===== src/rtl/ssd_pkg.sv =====
// Shared constants, FSM encoding and word-packing helper for the
// seven-segment BCD feeder.
package ssd_pkg;

    localparam int DIGITS  = 4;
    localparam int SLOT_W  = 5;
    localparam int MAX_VAL = 9999;
    localparam logic [DIGITS*SLOT_W-1:0] RESET_WORD = 20'h84210;
    localparam logic DP_OFF = 1'b1;

    typedef enum logic [1:0] {
        IDLE    = 2'd0,
        CONVERT = 2'd1,
        FINISH  = 2'd2
    } state_t;

    // Each 5-bit slot is {decimal point, BCD digit}, digit 0 in the low slot.
    function automatic logic [DIGITS*SLOT_W-1:0] pack_word(
        input logic [DIGITS-1:0]   dp_n,
        input logic [DIGITS*4-1:0] bcd
    );
        logic [DIGITS*SLOT_W-1:0] w;
        w = '0;
        for (int i = 0; i < DIGITS; i++) begin
            w[i*SLOT_W +: SLOT_W] = {dp_n[i], bcd[i*4 +: 4]};
        end
        return w;
    endfunction

endpackage


===== src/rtl/ssd_bcd_feeder_if.sv =====
// Request/result bundle between a host and the BCD feeder.
interface ssd_bcd_feeder_if #(parameter int BIN_W = 14);
    import ssd_pkg::*;

    logic                     start;
    logic [BIN_W-1:0]         bin;
    logic [DIGITS-1:0]        dp_n;
    logic                     busy;
    logic                     done;
    logic                     ovf;
    logic [DIGITS*SLOT_W-1:0] output_word;

    modport master (output start, bin, dp_n, input busy, done, ovf, output_word);
    modport slave  (input start, bin, dp_n, output busy, done, ovf, output_word);

endinterface


===== src/rtl/bcd_digit_adjust.sv =====
// Double-dabble correction for one BCD nibble: add 3 when the digit is 5 or more.
module bcd_digit_adjust (
    input  logic [3:0] digit,
    output logic [3:0] adjusted
);

    always_comb begin
        adjusted = (digit >= 4'd5) ? digit + 4'd3 : digit;
    end

endmodule


===== src/rtl/ssd_bcd_feeder.sv =====
// Sequential binary-to-BCD converter that publishes a packed scan-driver word
// only once the full conversion is complete.
module ssd_bcd_feeder
    import ssd_pkg::*;
#(
    parameter int BIN_W = 14
) (
    input  logic             clk,
    input  logic             rst,
    ssd_bcd_feeder_if.slave  bus
);

    localparam int CNT_W = $clog2(BIN_W + 1);
    localparam int BCD_W = DIGITS * 4;

    state_t             state;
    logic [BIN_W-1:0]   bin_sr;
    logic [BCD_W-1:0]   bcd_sr;
    logic [BCD_W-1:0]   bcd_adj;
    logic [CNT_W-1:0]   step_cnt;
    logic [DIGITS-1:0]  dp_cap;
    logic               ovf_cap;
    logic               over_max;

    assign over_max = (bus.bin > BIN_W'(MAX_VAL));

    for (genvar g = 0; g < DIGITS; g++) begin : g_adj
        bcd_digit_adjust u_adj (
            .digit    (bcd_sr[g*4 +: 4]),
            .adjusted (bcd_adj[g*4 +: 4])
        );
    end

    // Clamping at capture keeps every digit in 0..9 without post-correction.
    always_ff @(posedge clk or posedge rst) begin
        if (rst) begin
            state           <= IDLE;
            bin_sr          <= '0;
            bcd_sr          <= '0;
            step_cnt        <= '0;
            dp_cap          <= {DIGITS{DP_OFF}};
            ovf_cap         <= 1'b0;
            bus.busy        <= 1'b0;
            bus.done        <= 1'b0;
            bus.ovf         <= 1'b0;
            bus.output_word <= RESET_WORD;
        end else begin
            bus.done <= 1'b0;
            case (state)
                IDLE: begin
                    if (bus.start) begin
                        bin_sr   <= over_max ? BIN_W'(MAX_VAL) : bus.bin;
                        dp_cap   <= bus.dp_n;
                        ovf_cap  <= over_max;
                        bcd_sr   <= '0;
                        step_cnt <= '0;
                        bus.busy <= 1'b1;
                        state    <= CONVERT;
                    end
                end
                CONVERT: begin
                    {bcd_sr, bin_sr} <= {bcd_adj, bin_sr} << 1;
                    step_cnt         <= step_cnt + 1'b1;
                    if (step_cnt == CNT_W'(BIN_W - 1)) begin
                        state <= FINISH;
                    end
                end
                FINISH: begin
                    bus.output_word <= pack_word(dp_cap, bcd_sr);
                    bus.ovf         <= ovf_cap;
                    bus.done        <= 1'b1;
                    bus.busy        <= 1'b0;
                    state           <= IDLE;
                end
                default: state <= IDLE;
            endcase
        end
    end

endmodule


===== src/flat_wrapper.sv =====
// flat-port wrapper written by rule: the top's interface ports become plain ports
module ssd_bcd_feeder_flat import ssd_pkg::*;
#(
    parameter int BIN_W = 14
)
  (clk, rst, bus_start, bus_bin, bus_dp_n, bus_busy, bus_done, bus_ovf, bus_output_word);
  ssd_bcd_feeder_if #(.BIN_W(BIN_W)) bus_i ();
  input  logic clk;
  input  logic rst;
  input wire logic [$bits(bus_i.start)-1:0] bus_start;
  input wire logic [$bits(bus_i.bin)-1:0] bus_bin;
  input wire logic [$bits(bus_i.dp_n)-1:0] bus_dp_n;
  output wire logic [$bits(bus_i.busy)-1:0] bus_busy;
  output wire logic [$bits(bus_i.done)-1:0] bus_done;
  output wire logic [$bits(bus_i.ovf)-1:0] bus_ovf;
  output wire logic [$bits(bus_i.output_word)-1:0] bus_output_word;
  assign bus_i.start = bus_start;
  assign bus_i.bin = bus_bin;
  assign bus_i.dp_n = bus_dp_n;
  assign bus_busy = bus_i.busy;
  assign bus_done = bus_i.done;
  assign bus_ovf = bus_i.ovf;
  assign bus_output_word = bus_i.output_word;
  ssd_bcd_feeder #(.BIN_W(BIN_W)) u_core (.clk(clk), .rst(rst), .bus(bus_i));
endmodule

===== config.mk =====
export PLATFORM = sky130hd
export DESIGN_NAME = ssd_bcd_feeder_flat
export DESIGN_NICKNAME = d
export VERILOG_FILES = /design/src/rtl/ssd_pkg.sv /design/src/rtl/ssd_bcd_feeder_if.sv /design/src/rtl/bcd_digit_adjust.sv /design/src/rtl/ssd_bcd_feeder.sv /design/src/flat_wrapper.sv
export SDC_FILE = /design/constraint.sdc
export NUM_CORES = 1
export LEC_CHECK = 0
export ABC_AREA = 1
export CAP_MARGIN = 0
export CORE_ASPECT_RATIO = 0.75
export CORE_MARGIN = 5
export CORE_UTILIZATION = 45
export DETAILED_ROUTE_END_ITERATION = 12
export PLACE_DENSITY = 0.68
export SKIP_LAST_GASP = 1
export SLEW_MARGIN = 30
export SYNTH_ARGS = -nofsm -noshare
export SYNTH_HDL_FRONTEND = slang
export SYNTH_HIERARCHICAL = 1
export SYNTH_SLANG_ARGS = --single-unit

===== constraint.sdc =====
create_clock -name clk -period 6.1 [get_ports clk]
set_input_delay 1.83 -clock clk [delete_from_list [all_inputs] [get_ports clk]]
set_output_delay 1.83 -clock clk [all_outputs]
set_load 0.005 [all_outputs]

After elaboration in Yosys (flattened, before gate mapping)
Cells that the tools add are included.
- output and inout bits: 23
- bits in registers: 64
- multiplexer cells: 17
- $add $sub $neg: 5
- reductions and logical operators: 7
- equality and inequality tests: 5
- $lt $le $gt $ge: 5
- operators by type and width (cell ; number):
    $pmux W16 S2 ; 1
    $mux W14 ; 2
    $pmux W14 S2 ; 1
    $ge A4 B3 Y1 const B ; 4
    $mux W16 ; 1
    $mux W4 ; 4
    $gt A14 B14 Y1 const B ; 1
    $add A4 B2 Y4 const B ; 3
    $pmux W4 S2 ; 1
    $reduce_and A2 Y1 ; 4
    $add A4 B1 Y4 const B ; 1
    $eq A4 B4 Y1 const B ; 1
    $mux W2 ; 2
    $pmux W2 S2 ; 1
    $reduce_bool A2 Y1 ; 2
    $add A3 B2 Y3 const B ; 1
    $mux W3 ; 1
    $eq A2 B1 Y1 const B ; 1
    $eq A2 B2 Y1 const B ; 1
    $logic_not A2 Y1 ; 1
    $mux W1 ; 2
    $ne A2 B1 Y1 const B ; 1
    $ne A2 B2 Y1 const B ; 1
    $pmux W1 S2 ; 1

Depth between registers and ports, before layout
Gate-level depths: netlist (run 1).
- word-level depth: 4
- depth in mapped cells: 9
- gate-level depth less buffers: 9

Modules after synthesis
Netlist (run 1), hierarchy kept.
- modules (own cells, without submodules) (module ; instances ; cells each ; sequential area each (um2) ; area each (um2)):
    ssd_bcd_feeder ; 1 ; 291 ; 1611.5 ; 2651.3
    bcd_digit_adjust ; 4 ; 23 ; 0.0 ; 135.1

Worst setup path after synthesis (run 1)
Ideal clock, no wire load.
- path type: input -> register
- start: input port bus_bin[4]
- end: register u_core.bin_sr[1]
- stages: 9
- buffers on the path: 1
- arrival: 2.434 ns
- slack: 3.550 ns
- data required time: 5.984 ns
- cell sequence: nor2_1 -> nand2_1 -> nand2_1 -> nand2_1 -> nand2_1 -> buf_2 -> nand2_1 -> nand2_1 -> nand2_1
- longest elaborated chain between the ends: 4
- ends and longest elaborated chain (what ; line ; source):
    start: declaration ; flat_wrapper.sv:11 ; input wire logic [$bits(bus_i.bin)-1:0] bus_bin;
    $gt A14 B14 Y1 ; ssd_bcd_feeder.sv:25 ; assign over_max = (bus.bin > BIN_W'(MAX_VAL));
    $mux W14 ; ssd_bcd_feeder.sv:52 ; bin_sr <= over_max ? BIN_W'(MAX_VAL) : bus.bin;
    $mux W14 ; ssd_bcd_feeder.sv:51 ; if (bus.start) begin
    $pmux W14 S2 ; ssd_bcd_feeder.sv:49 ; case (state)
    end signal: assignment ; ssd_bcd_feeder.sv:52 ;
    end signal: assignment ; ssd_bcd_feeder.sv:62 ; {bcd_sr, bin_sr} <= {bcd_adj, bin_sr} << 1;
    end: declaration ; ssd_bcd_feeder.sv:17 ; logic [BIN_W-1:0] bin_sr;
No other way between the ends. The select of a mux whose other input is x is not followed.
A chain may end at the register's enable or synchronous reset.

Final worst setup path (run 1)
- start: register u_core.bus.output_word[19]
- end: output port bus_output_word[19]
- RTL lines (what ; line ; source):
    start: declaration ; ssd_bcd_feeder_if.sv:14 ; modport slave (input start, bin, dp_n, output busy, done, ovf, output_word);
    start signal: assignment ; ssd_bcd_feeder.sv:69 ; bus.output_word <= pack_word(dp_cap, bcd_sr);
    end: declaration ; flat_wrapper.sv:16 ; output wire logic [$bits(bus_i.output_word)-1:0] bus_output_word;
No word-level cell between the ends.

==> impl_metrics.ini, run 1 <==
[clock_tree]
clk-insertion-delay-late_ns = 0.33
clock-sinks = 64
holdBufCountCts = 0
post_cts_resized = 0
path_clk_slew_ns = 0.07
cts_tree = built
cts_setup_buffers = 0
clock_path_buffers = 2
cts_root_buf = clkbuf_8
numCtsBuffers = 9
htree_levels = 3

[pwr]
ir_drop_uv = 205
power.leakage_nw = 1.82
power_density_nw_per_um2 = 520

[timing]
period_needed_ns = 3.19
finalMaxSlewViolations = 0
setup_viol = 0
finalHoldViolations = 0
holdWs_ns = 0.461
fmax_mhz = 313
tns_ns = 0
tightest_slew_ns = 0.623
finClkSkew_ns = 0.00730
post-route-period-util = 0.523
slew_headroom = 0.584
timing.final.ws_setup_ns = 2.91
rsz0062_at_grt = no

[synthesis]
syn_nets = 409
synthCells = 378
avgSynthCellArea_um2 = 8.37
yosysWarningCount = 6
syn_area_um2 = 3170

[finish]
antenna_cells = 0
finalNetCount = 451
drive_above_1_share = 0.141
final_common_cell = nand2_1
design_area_um2 = 3800
fill_cells = 617
layout_common_cells = nand2_1, dfrtp_1, clkdlybuf4s50_1
area_growth_pct = 20.2

[drt]
wl_um = 6190
vias_per_cell = 4.78
vias = 2432
drt_first_pass_iters = 4
ant_nets = 0
drt_iter0_drc = 90
drc = 0
wl_per_cell_um = 12.2

[worst_setup_path]
timing.rr.end = u_core/step_cnt[2]$_DFFE_PP0P_
cp.required_ns = 4.27
path_cells = clkdlybuf4s50_1
max_stage_delay_ns = 0.53
cp.depth = 1
critPathMaxFanout = 2
worstSetupPathType = reg -> out
critPathCaptureType = output pin
arrival_ns = 1.36
r2r_slack_ns = 4.40
crit_path_end = bus_output_word[19]
r2r_start = u_core/state[1]$_DFFE_PP0P_
critPathTopFamily = flip-flops
crit_start = u_core/bus.output_word[19]$_DFFE_PP1P_
worstRegToRegCells = 6
crit_slowest_cell = dfstp_2
worst_setup_path_start_kind = flop
crit_buf_inv = 1

[placed_design]
routabilityCongestion = 0.843
dp.final_hpwl_um = 4410
dp_slack_ns = 2.73
io_buffers = 43
placed_area_um2 = 3620

[floorplan]
coreArea_um2 = 6830
initial_utilization = 0.463
fp.dieH_um = 82.6
die_area_um2 = 8830
ios = 44
die_x_um = 107
rows = 26

[global_route]
grt_pass1_vias = 2375
grt_pass1_wl_um = 11000
grt_overflow_total = 0
grt_use_total = 0.158
grt_max_degree = 51
antenna_found_initial = 0

[flow_run]
maxCapViolCount = 0

[worst_hold_path]
hold_class = reg -> reg

[outcome]
status = finished clean
per-stage QoR:
step / utilization / total power, mW / instances
final: 0.557 / 1.98 / 509
after floorplan: - / 1.38 / 378
after global placement: 0.531 / 1.63 / 493
after global routing: 0.557 / 2.18 / 509
after CTS: 0.557 / 2.01 / 509
after detailed placement: 0.531 / 1.65 / 493
registers in the layout, summed over array words and instances, names as in the netlist:
name                    flops
u_core/state                2
u_core/bin_sr              14
u_core/bcd_sr              16
u_core/bus.output_word     20
u_core/bus.busy             1
u_core/bus.done             1
u_core/bus.ovf              1
u_core/step_cnt             4
u_core/dp_cap               4
u_core/ovf_cap              1
layer usage:
metal / up-vias / part of all wire / global-route usage
met5: - / 0 / 0
met2: 31 / 0.46 / 0.251
met1: 1130 / 0.49 / 0.210
met4: 0 / 0.011 / 0.0396
met3: 7 / 0.039 / 0.0544
li1: 1264 / - / -
worst min path at each step:
| stage | startpoint | endpoint | slack (ns) | cells after the start |
|---|---|---|---|---|
| after global placement | u_core/bus.output_word[9]$_DFFE_PP1P_ | u_core/bus.output_word[9]$_DFFE_PP1P_ | 0.45 | 2 |
| after detailed placement | u_core/bus.output_word[9]$_DFFE_PP1P_ | u_core/bus.output_word[9]$_DFFE_PP1P_ | 0.45 | 2 |
| final | u_core/bus.output_word[4]$_DFFE_PP1P_ | u_core/bus.output_word[4]$_DFFE_PP1P_ | 0.46 | 2 |
| after floorplan | u_core/dp_cap[2]$_DFFE_PP1P_ | u_core/bus.output_word[14]$_DFFE_PP1P_ | 0.45 | 2 |
| after global routing | u_core/dp_cap[1]$_DFFE_PP1P_ | u_core/dp_cap[1]$_DFFE_PP1P_ | 0.48 | 2 |
| after CTS | u_core/bus.output_word[9]$_DFFE_PP1P_ | u_core/bus.output_word[9]$_DFFE_PP1P_ | 0.46 | 2 |
area by class of cell:
cell class              count  area [µm²]  share of cell area
flip-flops and latches     64        1610               0.424
multi-input cells         257        1310               0.343
repair buffers             44         438               0.115
inverters                  44         165              0.0434
clock buffers              12         135              0.0355
well taps                  84         105              0.0276
clock inverters             4        45.0              0.0118
report_power, final:
group | total [mW] | internal, mW | switching (mW)
clock network | 0.339 | 0.187 | 0.152
logic | 0.872 | 0.386 | 0.486
registers | 0.768 | 0.637 | 0.131
Power figures use the tool's default switching activity.
==> run 2, diff against run 1 <==
--- a/config.mk
+++ b/config.mk
@@ -11,7 +11,7 @@
 export CORE_MARGIN = 5
 export CORE_UTILIZATION = 45
 export DETAILED_ROUTE_END_ITERATION = 12
-export PLACE_DENSITY = 0.68
+export PLACE_DENSITY = 0.7
 export SKIP_LAST_GASP = 1
 export SLEW_MARGIN = 30
 export SYNTH_ARGS = -nofsm -noshare
==> constraint.sdc (replaced) <==
create_clock -name clk -period 2.9 [get_ports clk]
set_input_delay 0.87 -clock clk [delete_from_list [all_inputs] [get_ports clk]]
set_output_delay 0.87 -clock clk [all_outputs]
set_load 0.005 [all_outputs]
==> run 2 against run 1 <==
  * Clock power up 150%
  * Combinational power up 110%
  * Clock-buffer cell count down 1
  * Total power up 120%
  * Design area up 1.6%
  * Setup slack worse by 2.2 ns
  * Critical endpoint is now bus_output_word[9]
==> impl_metrics.ini, run 2 (synthesis gave the netlist of run 1 again) <==
[floorplan]
fp.dieH_um = 82.6
die_x_um = 107
rows = 26
initial_utilization = 0.463
coreArea_um2 = 6830
ios = 44
die_area_um2 = 8830

[finish]
largest_reg_flops = 20
finalNetCount = 452
layout_common_cells = nand2_1, dfrtp_1, clkdlybuf4s50_1
utilization = 0.566
drive_above_1_share = 0.148
area_growth_pct = 22.1
final_common_cell = nand2_1
stdcell_count = 510
reg.largest.list = u_core/bus.output_word (20), u_core/bcd_sr (16), u_core/bin_sr (14)
design_area_um2 = 3870
top_register = u_core/bus.output_word
antenna_cells = 0

[drt]
vias_per_cell = 4.89
drt_first_pass_iters = 4
drc = 0
ant_nets = 0
drt_iter0_drc = 116
wl_um = 6300
vias = 2495
wl_per_cell_um = 12.4

[worst_setup_path]
worstRegToRegCells = 6
path_cells = clkdlybuf4s50_1
arrival_ns = 1.37
critPathCaptureType = output pin
crit_buf_inv = 1
max_stage_delay_ns = 0.54
worst_setup_path_start_kind = flop
crit_start = u_core/bus.output_word[9]$_DFFE_PP1P_
cp.required_ns = 2.03
r2r_start = u_core/state[1]$_DFFE_PP0P_
critPathMaxFanout = 2
worstSetupPathType = reg -> out
cp.depth = 1
critPathTopFamily = flip-flops
crit_slowest_cell = dfstp_2

[clock_tree]
clk-insertion-delay-late_ns = 0.34
holdBufCountCts = 0
htree_levels = 3
clock_path_buffers = 2
cts_tree = built
cts_setup_buffers = 0
path_clk_slew_ns = 0.07
post_cts_resized = 0
numCtsBuffers = 9
clock-sinks = 64
cts_root_buf = clkbuf_8

[global_route]
use_met1 = 0.209
gr-usage-met3 = 0.0396
antenna_found_initial = 0
grt_use_total = 0.160
grt_pass1_vias = 2401
met2_usage = 0.258
grt_pass1_wl_um = 11100
grt_overflow_total = 0
grt_max_degree = 40
busiest_layer = met2

[placed_design]
dp.final_hpwl_um = 4460
routabilityCongestion = 0.845
io_buffers = 43
placed_area_um2 = 3640
placed_cells = 494

[pwr]
finalPower_mw = 4.30
power_density_nw_per_um2 = 1110
ir_drop_uv = 403
power.leakage_nw = 1.84

[timing]
setup_viol = 0
post-route-period-util = 0.772
slew_headroom = 0.583
tightest_slew_ns = 0.625
tns_ns = 0
fmax_mhz = 447
finalMaxSlewViolations = 0
period_needed_ns = 2.24
finClkSkew_ns = 0.0101
rsz0062_at_grt = no
finalHoldViolations = 0

[worst_hold_path]
hold_class = reg -> reg
hold_start = u_core/bus.output_word[4]$_DFFE_PP1P_
whs_path_depth = 2

[flow_run]
maxCapViolCount = 0

[outcome]
status = finished clean
==> run 2: cell types whose count changed in the layout (fill, tap and decap cells not counted) <==
| cell | previous run | this run |
|---|---|---|
| clkinvlp_4 | 0 | 2 |
| clkbuf_1 | 3 | 1 |
| buf_12 | 0 | 1 |
| clkbuf_8 | 9 | 10 |
| bufinv_16 | 1 | 2 |
| clkinv_2 | 3 | 1 |
==> run 2: layout make-up <==
class,count,area (µm²)
Clock inverter,5,80.1
Clock buffer,11,141
Inverter,44,165
Fill cell,620,2970
Multi-Input combinational cell,257,1310
Sequential cell,64,1610
Timing Repair Buffer,45,458
Tap cell,84,105
==> run 2: per-layer routing <==
layer / part of all wire / up-vias
met3: 0.040 / 7
li1: - / 1271
met5: 0 / -
met2: 0.46 / 46
met4: 0.013 / 0
met1: 0.49 / 1171
==> run 2: worst paths after layout <==
| check | slack (ns) | end |
|---|---|---|
| max in group asynchronous | 1.37 | u_core/dp_cap[3]$_DFFE_PP1P_ |
| min in group asynchronous | 0.91 | u_core/bcd_sr[15]$_DFFE_PP0P_ |
| max reg2reg | 1.16 | u_core/step_cnt[2]$_DFFE_PP0P_ |
| min | 0.46 | u_core/bus.output_word[4]$_DFFE_PP1P_ |
| max | 0.66 | bus_output_word[9] |
| min reg2reg | 0.46 | u_core/bus.output_word[4]$_DFFE_PP1P_ |
==> run 2: report_power, final <==
| part | switching (mW) | internal [mW] | leakage [nW] |
|---|---|---|---|
| Combinational | 1.03 | 0.815 | 0.967 |
| Sequential | 0.276 | 1.34 | 0.772 |
| Clock | 0.341 | 0.506 | 0.106 |
==> run 2: worst reg2reg max path, stage by stage, from the launching register on <==
cell	delay (ns)
dfrtp_1	0.39
inv_2	0.06
nand2_1	0.30
inv_2	0.55
nand2_1	0.16
nand3_1	0.11
o21ai_1	0.07
==> run 2: per-stage QoR <==
| step | setup WS [ns] | hold WS (ns) |
|---|---|---|
| after floorplan | 0.445 | 0.446 |
| after global placement | 0.562 | 0.451 |
| after detailed placement | 0.522 | 0.452 |
| after CTS | 0.634 | 0.464 |
| after global routing | 0.603 | 0.482 |
| final | 0.661 | 0.461 |
